--- config.mk ---
export PLATFORM = sky130hd
export DESIGN_NAME = bcd2binary_seq
export DESIGN_NICKNAME = d
export VERILOG_FILES = /design/src/rtl/bcd2binary_seq.sv
export SDC_FILE = /design/constraint.sdc
export NUM_CORES = 1
export LEC_CHECK = 0
export CORE_MARGIN = 8
export CORE_UTILIZATION = 30
export DETAILED_ROUTE_END_ITERATION = 16
export MAX_ROUTING_LAYER = met4
export PLACE_DENSITY = 0.54
export SLEW_MARGIN = 40
export SYNTH_ARGS = -nofsm -noshare
export SYNTH_HDL_FRONTEND = slang
export SYNTH_SLANG_ARGS = --single-unit
--- constraint.sdc ---
create_clock -name clk -period 4.45 [get_ports clk]
set_input_delay 0.6675 -clock clk [delete_from_list [all_inputs] [get_ports clk]]
set_output_delay 0.6675 -clock clk [all_outputs]
set_load 0.03 [all_outputs]
--- src/rtl/bcd2binary_seq.sv ---
// Sequential three-digit BCD to 8-bit binary converter using reverse double-dabble.
// Fixed 8-cycle latency; out-of-range digits or values are reported on err with bin forced to 0.
module bcd2binary_seq (
  input  logic       clk,
  input  logic       rst_n,
  input  logic       start,
  input  logic [1:0] hundreds,
  input  logic [3:0] tens,
  input  logic [3:0] ones,
  output logic [7:0] bin,
  output logic       valid,
  output logic       err,
  output logic       busy
);

  typedef enum logic [0:0] {StIdle, StShift} state_e;

  state_e     state_q, state_d;
  logic [2:0] cnt_q, cnt_d;
  logic [9:0] bcd_q, bcd_d;
  logic [7:0] bin_q, bin_d;
  logic       bad_q, bad_d;
  logic [7:0] res_q, res_d;
  logic       err_q, err_d;
  logic       valid_q, valid_d;

  logic [9:0] bcd_sh;
  logic [7:0] bin_sh;
  logic [9:0] bcd_fix;
  logic       ovf;
  logic       fail;

  // One reverse double-dabble step: shift the pair right, then pull each BCD nibble back by 3
  // when the shift left it at 8 or more. The 2-bit hundreds field needs no correction.
  always_comb begin
    bcd_sh  = {1'b0, bcd_q[9:1]};
    bin_sh  = {bcd_q[0], bin_q[7:1]};
    bcd_fix = bcd_sh;
    if (bcd_sh[7:4] >= 4'd8) begin
      bcd_fix[7:4] = bcd_sh[7:4] - 4'd3;
    end
    if (bcd_sh[3:0] >= 4'd8) begin
      bcd_fix[3:0] = bcd_sh[3:0] - 4'd3;
    end
    ovf  = (bcd_fix != 10'd0);
    fail = bad_q | ovf;
  end

  always_comb begin
    state_d = state_q;
    cnt_d   = cnt_q;
    bcd_d   = bcd_q;
    bin_d   = bin_q;
    bad_d   = bad_q;
    res_d   = res_q;
    err_d   = err_q;
    valid_d = 1'b0;
    unique case (state_q)
      StIdle: begin
        if (start) begin
          bcd_d   = {hundreds, tens, ones};
          bin_d   = 8'h00;
          cnt_d   = 3'd0;
          bad_d   = (tens > 4'd9) | (ones > 4'd9);
          state_d = StShift;
        end
      end
      StShift: begin
        bcd_d = bcd_fix;
        bin_d = bin_sh;
        cnt_d = cnt_q + 3'd1;
        if (cnt_q == 3'd7) begin
          err_d   = fail;
          res_d   = fail ? 8'h00 : bin_sh;
          valid_d = 1'b1;
          state_d = StIdle;
        end
      end
      default: state_d = StIdle;
    endcase
  end

  always_ff @(posedge clk) begin
    if (!rst_n) begin
      state_q <= StIdle;
      cnt_q   <= 3'd0;
      bcd_q   <= 10'd0;
      bin_q   <= 8'h00;
      bad_q   <= 1'b0;
      res_q   <= 8'h00;
      err_q   <= 1'b0;
      valid_q <= 1'b0;
    end else begin
      state_q <= state_d;
      cnt_q   <= cnt_d;
      bcd_q   <= bcd_d;
      bin_q   <= bin_d;
      bad_q   <= bad_d;
      res_q   <= res_d;
      err_q   <= err_d;
      valid_q <= valid_d;
    end
  end

  assign bin   = res_q;
  assign err   = err_q;
  assign valid = valid_q;
  assign busy  = (state_q == StShift);

endmodule

---- Word-level counts from Yosys, hierarchy flattened ----
Cells that the tools add are included.
storage, ports and cells
  memories ................................ 0
  output and inout bits ................... 11
  latch bits .............................. 0
  logic and storage cells ................. 37
  bits of input ports ..................... 13
  flip-flop bits (word level) ............. 33
  RAM bits ................................ 0
  ROM bits ................................ 0
cells by class
  equality and inequality tests ........... 2
  divide/modulo/power cells ............... 0
  $add $sub $neg .......................... 3
  shift operators ......................... 0
  reduce and logical (&&, ||, !) cells .... 4
  bitwise operators ....................... 3
  $lt $le $gt $ge ......................... 4
  multiply operators ...................... 0
  mux-type cells .......................... 13
operator list
  operator               count
  $pmux W10 S2           1
  $mux W8                2
  $pmux W8 S2            1
  $mux W10               1
  $reduce_bool A9 Y1     1
  $ge A4 B4 Y1 const B   2
  $gt A4 B4 Y1 const B   2
  $mux W4                2
  $sub A4 B2 Y4 const B  2
  $pmux W3 S2            1
  $reduce_and A2 Y1      3
  $add A3 B1 Y3 const B  1
  $eq A3 B3 Y1 const B   1
  $mux W1                3
  $mux W3                1
  $ne A2 B2 Y1 const B   1
  $or A1 B1 Y1           2
  $pmux W1 S2            1
  $not A1 Y1             1

---- Logic depth before layout (Yosys ltp) ----
Gate-level depths: netlist (run 1).
  depth after elaboration ................. 5
  mapped depth ............................ 6

---- Worst setup path before layout (run 1) ----
No wires, ideal clock.
  path type ............................... register -> register
  start point ............................. register bcd_q[1]
  end point ............................... register res_q[0] (netlist: bin[0])
  data required time ...................... 4.363 ns
  library setup time ...................... 0.087 ns
  period minus slack after synthesis ...... 1.487 ns
  data arrival time ....................... 1.399 ns
  stages on the path, launching flop included .. 7
  buffers on the path ..................... 1
  slack ................................... 2.963 ns
  path through ............................ dfxtp_1 -> inv_1 -> ha_1 -> nand4b_1 -> o21a_1 -> clkbuf_1 -> o31ai_1
on the way
  word-level cells in the longest chain between the ends .. 5
  elaborated cells between the ends (all ways) .. 6
ends and longest elaborated chain
  what                                           line    text
  start, declared                                20      logic [9:0] bcd_q, bcd_d;
  start signal, assigned                         87      bcd_q <= 10'd0;
  start signal, assigned                         96      bcd_q <= bcd_d;
  $sub A4 B2 Y4 or $ge A4 B4 Y1 (tied branches)  43, 42
  $mux W4 (*)                                    42      if (bcd_sh[3:0] >= 4'd8) begin
  $reduce_bool A9 Y1 (*)                         45      ovf = (bcd_fix != 10'd0);
  $or A1 B1 Y1 (*)                               46      fail = bad_q | ovf;
  $mux W8 (*)                                    74      res_d = fail ? 8'h00 : bin_sh;
  end signal, assigned                           99      res_q <= res_d;
  end, declared                                  23      logic [7:0] res_q, res_d;
Every way passes the cells marked *; elsewhere a longest branch is shown, timed or not.
A chain may end at the register's enable or synchronous reset.

==> results of run 1 <==
==> cell families after synthesis <==
group	after synthesis	synth area share [%]
and+or+nand+nor	59	20.3
AOI/OAI and AO/OA	41	18.8
xor gates and xnor gates	4	2.39
DFF	32	43.6
buffers and inverters	17	4.86
adders and majority gates	6	5.11
muxes	7	4.86
==> power by group through the flow <==
stage | sequential [mW] | combinational [mW] | clock [mW]
final | 0.309 | 0.0730 | 0.272
after CTS | 0.309 | 0.0744 | 0.279
after detailed placement | 0.315 | 0.0741 | 0
after global placement | 0.315 | 0.0721 | 0
after floorplan | 0.312 | 0.0525 | 0
after global routing | 0.310 | 0.0828 | 0.294
==> flip-flops by register name, summed over array words and instances, names as in the netlist <==
register,cells
busy,1
bad_q,1
bin,8
bin_q,7
cnt_q,3
bcd_q,10
valid,1
err,1
==> worst min-delay path, cell delays in order (launching register included) <==
cell                      delay (ps)
sky130_fd_sc_hd__dfxtp_1         310
sky130_fd_sc_hd__nand2_1          50
sky130_fd_sc_hd__o31ai_1          50
==> path summary, 6_finish.rpt <==
check,cells after the start,end,startpoint,slack [ps]
max,4,bin[1],rst_n,2380
min,2,bin[6],bin[6],450
max reg2reg,5,bin[1],bcd_q[1],2820
min reg2reg,2,bin[6],bin[6],450
==> synth_stat cells, drive strengths merged <==
library cell / number
a211oi: 7
nand2: 23
and2: 1
a21boi: 1
nand3: 1
mux2: 1
nand4: 1
xnor2: 2
nor3b: 9
dfxtp: 32
nor2: 15
ha: 6
inv: 6
nor3: 1
xor2: 2
a311oi: 1
o21a: 2
mux2i: 6
nor4: 2
and3: 1
buf: 7
o31ai: 8
clkbuf: 4
nand4b: 1
o211a: 4
a31oi: 2
a21oi: 11
nor2b: 4
o21ai: 5
==> layer usage <==
layer	GRT usage [%]	part of all wire (%)	up-vias
met1	11.2	47	580
met3	2.39	2.9	5
met5	-	0	-
met2	16.2	48	16
li1	-	-	619
met4	6.05	2.0	0
==> area by class of cell <==
cell class | instances | area, µm² | area share, %
Clock inverter | 2 | 35.0 | 1.90
Clock buffer | 6 | 72.6 | 3.94
Sequential cell | 32 | 641 | 34.8
Inverter | 6 | 22.5 | 1.22
Tap cell | 67 | 83.8 | 4.55
Multi-Input combinational cell | 117 | 756 | 41.0
Timing Repair Buffer | 24 | 233 | 12.6
==> through the flow <==
stage          std cells  worst slack, ps
3_5_place_dp         246             1940
3_3_place_gp         246             2060
4_1_cts              254             2250
2_1_floorplan        166             2960
5_1_grt              254             2230
6_report             254             2380
==> out/qor.csv, run 1 <==
stage;metric;value;unit
hold_path;min_path_type;reg2reg;
cells_and_area;design.final.nets;205;
clock_tree;post_cts_resize_count;0;
clock_tree;clockRootBuffer;sky130_fd_sc_hd__clkbuf_8;
clock_tree;num_clock_sinks;32;
placement;globalplace.congestion;0.746;
global_route;overflow;0;
synthesis;syn-mean-instance-area;8.84;µm²
placement;hpwl;2310;µm
timing;final-setup-viol-count;0;
power_and_ir_drop;report.power.total;0.653;mW
timing;worst_clock_skew;5.11;ps
worst_setup_path;crit_path_max_fanout;13;
clock_tree;numCtsBuffers;5;
worst_setup_path;cp.required;4640;ps
drt;initialDrtViolationCount;51;
drt;antenna_left;0;
power_and_ir_drop;pwrdens;354;nW/µm²
synthesis;mappedNetlistNets;185;
job;maxCapViolCount;0;
worst_setup_path;cpLargestDelayFamily;buffers and inverters;
clock_tree;cts_buffer_depth;2;
outcome;run_status;complete, no violations;
global_route;grt_antenna_before_repair;0;
worst_setup_path;worstSetupStartpointType;primary input;
timing;timing.fmax;483;MHz
worst_setup_path;worstPathCellList;clkdlybuf4s50_1 -> a21boi_1 -> nand2_1 -> o31ai_1;
synthesis;synth-seq-area-share;43.6;%
die;initial_core_util;31.1;%
power_and_ir_drop;combinationalPowerShare;11.2;%
die;io-pin-count;24;
placement;placedInstanceArea;1740;µm²
clock_tree;htree_levels;2;
die;floorplan.die.height;85.9;µm
synthesis;synth_area;1470;µm²
timing;layout_worst_path_cycle_share;46.6;%
worst_setup_path;crit_arrival;2260;ps
clock_tree;clk_latency;280;ps
power_and_ir_drop;seq_power_share;47.2;%
worst_setup_path;slowest_delay;740;ps
worst_setup_path;critPathKind;in2reg;
cells_and_area;n_antenna_cell;0;
power_and_ir_drop;worst_ir_drop_vdd;0.105;mV
synthesis;synth_cell_types;33;
cells_and_area;postLayoutCoreUtil;39.0;%
clock_tree;clock_tree_from_tritoncts;done;
power_and_ir_drop;power_frac_clock;41.6;%
timing;totalNegativeSetupSlack;0;ps
worst_setup_path;crit_path_top_delay_cell;sky130_fd_sc_hd__clkdlybuf4s50_1;
power_and_ir_drop;swShare;24.2;%
drt;drt_first_pass_iters;4;
drt;remaining_drc_errors;0;
timing;worst_slew_margin_rel;53.0;%
synthesis;post-synth-top-area-fraction;43.6;%
synthesis;dominant_cell_type_by_area_after_synthesis;sky130_fd_sc_hd__dfxtp_1;
clock_tree;number_of_buffers_inserted_by_post_cts_setup_repair;0;
drt;dr_total_vias;1220;
worst_setup_path;timing.critical_path.to_type;flop;
clock_tree;cts-hold-fix-buffers;0;
timing;timing.hold.ws;448;ps
cells_and_area;layout_commonest_cell;sky130_fd_sc_hd__dfxtp_1;
power_and_ir_drop;cellInternalPower;0.495;mW
die;rows;25;
global_route;grt_pass1_wl;5800;µm
timing;timing_worst_slew_pin_value;703;ps
die;total_core_area;4720;µm²
power_and_ir_drop;p_leak;0.695;nW
die;total_die_area;7390;µm²
synthesis;yosys_warns;0;
drt;routed_via_density;4.80;
drt;drt_wl_total;3300;µm
cells_and_area;layout-drive-gt1-share;6.42;%
synthesis;netlist_instances;166;
global_route;grt_usage;10.1;%
synthesis;ys_seq_elements;32;
timing;final-max-slew-violation-count;0;
cells_and_area;stdcell_area;1840;µm²
placement;port_buffers;23;
power_and_ir_drop;net-switching-power;0.158;mW
die;dieWidth;85.9;µm
synthesis;yosys-top-cells-area;sky130_fd_sc_hd__dfxtp_1, sky130_fd_sc_hd__nand2_1, sky130_fd_sc_hd__ha_1;
cells_and_area;layout.cells.most_common_list;sky130_fd_sc_hd__dfxtp_1, sky130_fd_sc_hd__nand2_1, sky130_fd_sc_hd__clkdlybuf4s50_1;
drt;routed_length_per_instance;13.0;µm
cells_and_area;area_delta_synth_final;25.6;%
timing;rsz0062_at_grt;false;
worst_setup_path;worst-path-buf-inv;1;
clock_tree;clk_pin_slew_worst_paths;60;ps
timing;period_minus_slack;2070;ps
timing;final_hold_viol_count;0;
global_route;grt_pass1_vias;1243;
global_route;grt_max_degree;36;
cells_and_area;layout.filler_cells;492;
No activity file was read; power rests on OpenSTA's default activity.
==> run 2, diff against run 1 <==
--- a/config.mk
+++ b/config.mk
@@ -9,7 +9,7 @@
 export CORE_UTILIZATION = 30
 export DETAILED_ROUTE_END_ITERATION = 16
 export MAX_ROUTING_LAYER = met4
-export PLACE_DENSITY = 0.54
+export PLACE_DENSITY = 0.56
 export SLEW_MARGIN = 40
 export SYNTH_ARGS = -nofsm -noshare
 export SYNTH_HDL_FRONTEND = slang
==> constraint.sdc (replaced) <==
create_clock -name clk -period 1.9 [get_ports clk]
set_input_delay 0.285 -clock clk [delete_from_list [all_inputs] [get_ports clk]]
set_output_delay 0.285 -clock clk [all_outputs]
set_load 0.03 [all_outputs]
==> run 2 against run 1 <==
Die area is the same. First-iteration DRC count rose by 29%. Clock power increased by 100%. Critical path depth up 1. Wire length hardly changed. Flip-flop and latch count unchanged.
==> out/qor.csv, run 2 (synthesis results as in run 1) <==
stage;metric;value;unit;change
outcome;run_status;complete, no violations;;unchanged
timing;period_minus_slack;1610;ps;
worst_setup_path;regToRegEndpoint;bin[2];;was bin[1]
global_route;grt_max_degree;23;;was 36
worst_setup_path;critPathCapture;bin[2];;was bin[1]
placement;placedInstanceArea;1780;µm²;was 1740 µm²
global_route;overflow;0;;unchanged
cells_and_area;layout_commonest_cell;sky130_fd_sc_hd__dfxtp_1;;unchanged
timing;final-setup-viol-count;0;;unchanged
power_and_ir_drop;pwrdens;773;nW/µm²;was 354 nW/µm²
placement;hpwl;2290;µm;was 2310 µm
die;dieWidth;85.9;µm;unchanged
clock_tree;post_cts_resize_count;0;;unchanged
die;floorplan.die.height;85.9;µm;unchanged
drt;dr_total_vias;1213;;was 1220
die;total_core_area;4720;µm²;unchanged
die;initial_core_util;31.1;%;unchanged
clock_tree;clockRootBuffer;sky130_fd_sc_hd__clkbuf_8;;unchanged
die;rows;25;;unchanged
cells_and_area;register_with_the_highest_flop_count;bcd_q;;unchanged
clock_tree;htree_levels;2;;unchanged
worst_setup_path;critPathKind;reg2reg;;was in2reg
global_route;grt_pass1_wl;5630;µm;was 5800 µm
die;total_die_area;7390;µm²;unchanged
timing;timing.fmax;621;MHz;
worst_setup_path;r2r_start;bcd_q[1];;unchanged
worst_setup_path;timing.critical_path.to_type;flop;;unchanged
drt;initialDrtViolationCount;66;;was 51
cells_and_area;layout.cells.most_common_list;sky130_fd_sc_hd__dfxtp_1, sky130_fd_sc_hd__nand2_1, sky130_fd_sc_hd__clkdlybuf4s50_1;;unchanged
timing;layout_worst_path_cycle_share;84.8;%;
timing;worst_clock_skew;3.23;ps;was 5.11 ps
cells_and_area;design.final.nets;211;;was 205
timing;final-max-slew-violation-count;0;;unchanged
timing;totalNegativeSetupSlack;0;ps;unchanged
cells_and_area;largest_register_ffs;10;;unchanged
drt;drt_first_pass_iters;5;;was 4
clock_tree;cts-hold-fix-buffers;0;;unchanged
power_and_ir_drop;worst_ir_drop_vdd;0.219;mV;was 0.105 mV
timing;timing_worst_slew_pin_value;413;ps;was 703 ps
die;io-pin-count;24;;unchanged
placement;globalplace.congestion;0.730;;was 0.746
drt;remaining_drc_errors;0;;unchanged
worst_setup_path;crit_path_max_fanout;9;;was 13
clock_tree;clock_tree_from_tritoncts;done;;unchanged
global_route;grt_antenna_before_repair;0;;unchanged
cells_and_area;n_antenna_cell;0;;unchanged
global_route;grt_usage;10.1;%;about the same
clock_tree;cts_buffer_depth;2;;unchanged
global_route;grt_pass1_vias;1172;;was 1243
clock_tree;number_of_buffers_inserted_by_post_cts_setup_repair;0;;unchanged
clock_tree;clk_latency;280;ps;about the same
worst_setup_path;crit_arrival;1810;ps;was 2260 ps
power_and_ir_drop;p_leak;0.721;nW;was 0.695 nW
drt;antenna_left;0;;unchanged
worst_setup_path;startpoint;bcd_q[1];;was rst_n
timing;final_hold_viol_count;0;;unchanged
cells_and_area;stdcell_area;1880;µm²;was 1840 µm²
hold_path;min_path_type;reg2reg;;unchanged
drt;drt_wl_total;3300;µm;about the same
worst_setup_path;regToRegSetupSlack;290;ps;was 2820 ps
timing;worst_slew_margin_rel;72.4;%;was 53.0%
worst_setup_path;cp.required;2100;ps;was 4640 ps
cells_and_area;area_delta_synth_final;27.8;%;was 25.6%
worst_setup_path;ff2ff_path_depth;5;;unchanged
drt;routed_length_per_instance;12.7;µm;was 13.0 µm
timing;rsz0062_at_grt;false;;unchanged
drt;routed_via_density;4.67;;was 4.80
worst_setup_path;worstSetupStartpointType;flop;;was primary input
placement;port_buffers;23;;unchanged
clock_tree;numCtsBuffers;5;;unchanged
job;maxCapViolCount;0;;unchanged
clock_tree;clk_pin_slew_worst_paths;70;ps;was 60 ps
cells_and_area;layout-drive-gt1-share;9.84;%;was 6.42%
clock_tree;num_clock_sinks;32;;unchanged
run 2: cell count changes in the layout (fill, tap and decap cells not counted):
cell                        previous run  this run
sky130_fd_sc_hd__buf_2                 1         0
sky130_fd_sc_hd__clkbuf_1              1         0
sky130_fd_sc_hd__buf_4                 1         8
sky130_fd_sc_hd__bufinv_16             1         0
sky130_fd_sc_hd__clkinv_2              1         2
sky130_fd_sc_hd__clkbuf_8              5         6
run 2: routing by layer:
layer  track usage, %  part of all wire [%]  up-vias
met5                -                     0        -
met4             6.69                   1.7        0
met3             3.06                   4.7        4
met2             14.8                    43       22
met1             11.6                    51      561
li1                 -                     -      626
run 2: layout make-up:
| cell class | instances | area (µm²) |
|---|---|---|
| inverters | 6 | 22.5 |
| multi-input cells | 117 | 756 |
| repair buffers | 30 | 280 |
| flip-flops and latches | 32 | 641 |
| clock buffers | 6 | 82.6 |
| well taps | 67 | 83.8 |
| clock inverters | 2 | 10.0 |
| fillers | 487 | 2850 |
run 2: per-stage QoR:
| stage | std cells | hold slack [ps] | setup slack, ps | util (%) | total power, mW |
|---|---|---|---|---|---|
| after floorplan | 166 | 430 | 413 | - | 0.853 |
| after global placement | 252 | 437 | 247 | 37.7 | 0.919 |
| after detailed placement | 252 | 445 | 210 | 37.7 | 0.919 |
| after CTS | 260 | 459 | 272 | 39.7 | 1.47 |
| after global routing | 260 | 469 | 126 | 39.7 | 1.52 |
| final | 260 | 452 | 289 | 39.7 | 1.45 |
run 2: power breakdown:
part | internal [mW] | switching (mW)
clock | 0.289 | 0.257
sequential | 0.694 | 0.0293
combinational | 0.0850 | 0.0953
run 2: how the worst min path moves through the flow:
| stage | start | endpoint | slack [ps] | depth (start not counted) |
|---|---|---|---|---|
| final | bin[4] | bin[4] | 450 | 2 |
| after global routing | bin[7] | bin[7] | 470 | 2 |
| after CTS | bin[6] | bin[6] | 460 | 2 |
| after detailed placement | bin[7] | bin[7] | 440 | 2 |
| after global placement | bin[4] | bin[4] | 440 | 2 |
| after floorplan | bin_q[1] | bin[0] | 430 | 2 |
run 2: worst max-delay path, cell delays in order (launching register included):
cell	delay, ps
sky130_fd_sc_hd__dfxtp_1	470
sky130_fd_sc_hd__inv_1	70
sky130_fd_sc_hd__ha_1	300
sky130_fd_sc_hd__nand4b_1	170
sky130_fd_sc_hd__o21a_1	240
sky130_fd_sc_hd__o31ai_1	270
==> run 3, diff against run 2 <==
==> constraint.sdc (replaced) <==
create_clock -name clk -period 1.4 [get_ports clk]
set_input_delay 0.21 -clock clk [delete_from_list [all_inputs] [get_ports clk]]
set_output_delay 0.21 -clock clk [all_outputs]
set_load 0.03 [all_outputs]
==> run 3 against run 2 <==
Sequential share of layout area decreased by 3.8 points. Wire length grew 14%. Clock skew increased by 0.54 ps. Flip-flop and latch count is the same. Design area grew 13%. Setup slack worse by 240 ps. Clock power is 60% higher. Critical endpoint is now bin[4]. Largest cell class unchanged. Largest power group unchanged. Highest routed layer unchanged.
==> out/qor.csv, run 3 (synthesis results as in run 1) <==
stage;metric;value;unit;change
outcome;run_status;complete, no violations;;unchanged
timing;worst_clock_skew;3.78;ps;was 3.23 ps
clock_tree;clock_tree_from_tritoncts;done;;unchanged
timing;final-setup-viol-count;0;;unchanged
hold_path;min_path_type;reg2reg;;unchanged
timing;final-max-slew-violation-count;0;;unchanged
drt;antenna_left;0;;unchanged
worst_setup_path;crit_arrival;1550;ps;was 1810 ps
timing;timing.final.ws_setup;51.4;ps;was 289 ps
drt;dr_total_vias;1307;;was 1213
global_route;grt_antenna_before_repair;0;;unchanged
drt;drt_wl_total;3760;µm;was 3300 µm
die;io-pin-count;24;;unchanged
timing;timing.fmax;741;MHz;was 621 MHz
power_and_ir_drop;p_leak;0.869;nW;was 0.721 nW
cells_and_area;layout_commonest_cell;sky130_fd_sc_hd__dfxtp_1;;unchanged
cells_and_area;register_with_the_highest_flop_count;bcd_q;;unchanged
worst_setup_path;timing.critical_path.to_type;flop;;unchanged
drt;routed_length_per_instance;13.7;µm;was 12.7 µm
die;total_core_area;4720;µm²;unchanged
drt;drt_first_pass_iters;5;;unchanged
cells_and_area;seqCellArea;646;µm²;was 641 µm²
die;initial_core_util;31.1;%;unchanged
die;total_die_area;7390;µm²;unchanged
power_and_ir_drop;pwrdens;1040;nW/µm²;was 773 nW/µm²
drt;routed_via_density;4.77;;was 4.67
timing;final_hold_viol_count;0;;unchanged
cells_and_area;design.final.nets;225;;was 211
clock_tree;clk_latency;280;ps;about the same
power_and_ir_drop;worst_ir_drop_vdd;0.428;mV;was 0.219 mV
global_route;grt_max_degree;24;;was 23
die;floorplan.die.height;85.9;µm;unchanged
timing;period_minus_slack;1350;ps;was 1610 ps
job;maxCapViolCount;0;;unchanged
clock_tree;numCtsBuffers;5;;unchanged
placement;port_buffers;23;;unchanged
timing;worst_slew_margin_rel;77.0;%;was 72.4%
cells_and_area;area_delta_synth_final;45.0;%;was 27.8%
worst_setup_path;worstSetupStartpointType;flop;;unchanged
global_route;grt_usage;10.1;%;about the same
placement;preCtsSetupSlack;-69.7;ps;was 210 ps
global_route;grt_pass1_vias;1240;;was 1172
drt;initialDrtViolationCount;143;;was 66
worst_setup_path;critPathKind;reg2reg;;unchanged
cells_and_area;layout.filler_cells;462;;was 487
die;rows;25;;unchanged
timing;timing_worst_slew_pin_value;345;ps;was 413 ps
cells_and_area;layout-drive-gt1-share;23.7;%;was 9.84%
cells_and_area;n_antenna_cell;0;;unchanged
clock_tree;num_clock_sinks;32;;unchanged
drt;remaining_drc_errors;0;;unchanged
clock_tree;clockRootBuffer;sky130_fd_sc_hd__clkbuf_8;;unchanged
worst_setup_path;crit_path_max_fanout;5;;was 9
global_route;overflow;0;;unchanged
timing;totalNegativeSetupSlack;0;ps;unchanged
placement;globalplace.congestion;0.756;;was 0.730
clock_tree;htree_levels;2;;unchanged
cells_and_area;largest_register_ffs;10;;unchanged
die;dieWidth;85.9;µm;unchanged
timing;layout_worst_path_cycle_share;96.3;%;was 84.8%
clock_tree;cts-hold-fix-buffers;0;;unchanged
placement;hpwl;2400;µm;was 2290 µm
cells_and_area;multiInputGateArea;882;µm²;was 756 µm²
clock_tree;clk_pin_slew_worst_paths;70;ps;about the same
cells_and_area;stdcell_area;2130;µm²;was 1880 µm²
clock_tree;cts_buffer_depth;2;;unchanged
placement;placedInstanceArea;1880;µm²;was 1780 µm²
global_route;grt_pass1_wl;5820;µm;was 5630 µm
cells_and_area;layout.cells.most_common_list;sky130_fd_sc_hd__dfxtp_1, sky130_fd_sc_hd__nand2_1, sky130_fd_sc_hd__buf_4;;was sky130_fd_sc_hd__dfxtp_1, sky130_fd_sc_hd__nand2_1, sky130_fd_sc_hd__clkdlybuf4s50_1
worst_setup_path;cp.required;1600;ps;was 2100 ps
run 3: cell count changes in the layout (fill, tap and decap cells not counted), moves of 4 or more:
cell,before,now
sky130_fd_sc_hd__o31ai_2,0,4
sky130_fd_sc_hd__dfxtp_1,32,28
sky130_fd_sc_hd__clkdlybuf4s50_1,22,12
sky130_fd_sc_hd__buf_4,8,17
sky130_fd_sc_hd__o31ai_1,8,3
sky130_fd_sc_hd__dlygate4sd2_1,0,10
sky130_fd_sc_hd__dfxtp_2,0,4
run 3: metal layers:
layer,global-route usage (%),vias up,share of wire (%)
met4,5.25,0,1.9
met2,15.4,37,48
met3,2.87,6,5.1
met1,11.8,597,45
met5,-,-,0
li1,-,667,-
run 3: final timing paths:
path,cells past startpoint,end,start,slack [ps]
hold / removal,2,bin[7],bin[7],440
hold reg to reg,2,bin[7],bin[7],440
setup reg to reg,4,bin[4],bcd_q[9],50
setup / recovery,4,bin[4],bcd_q[9],50
run 3: layout make-up:
| class | count | share of cell area, % |
|---|---|---|
| Inverter | 6 | 1.06 |
| Clock inverter | 2 | 1.65 |
| Multi-Input combinational cell | 119 | 41.4 |
| Sequential cell | 32 | 30.3 |
| Timing Repair Buffer | 42 | 18.2 |
| Tap cell | 67 | 3.94 |
| Clock buffer | 6 | 3.41 |
run 3: through the flow:
step           utilization [%]  instances  hold WS, ps  total power, mW
4_1_cts                   42.3        270          450             2.17
2_1_floorplan                -        166          360             1.16
5_1_grt                   45.1        274          462             2.31
3_5_place_dp              39.9        262          439             1.29
3_3_place_gp              39.9        262          434             1.29
6_report                  45.1        274          444             2.22
run 3: worst max-delay path, cell delays in order (launching register included):
cell and delay, ps:
sky130_fd_sc_hd__dfxtp_1 360, sky130_fd_sc_hd__nor4_4 260, sky130_fd_sc_hd__buf_4 180, sky130_fd_sc_hd__nand4_4 190, sky130_fd_sc_hd__o31ai_2 280
run 3: power breakdown:
group | total [mW] | internal [mW] | leakage (nW) | switching, mW
Clock | 0.872 | 0.528 | 0.0552 | 0.344
Combinational | 0.357 | 0.183 | 0.552 | 0.174
Sequential | 0.988 | 0.944 | 0.262 | 0.0432
Total | 2.22 | 1.65 | 0.869 | 0.561
run 3: timing repair:
item                       4_1_cts  5_1_grt
hold endpoints to repair         0        0
setup endpoints to repair       19        9
setup buffers                    0        2
pin swaps                        0       12
gates resized for setup         14       19
cloned                           0        2
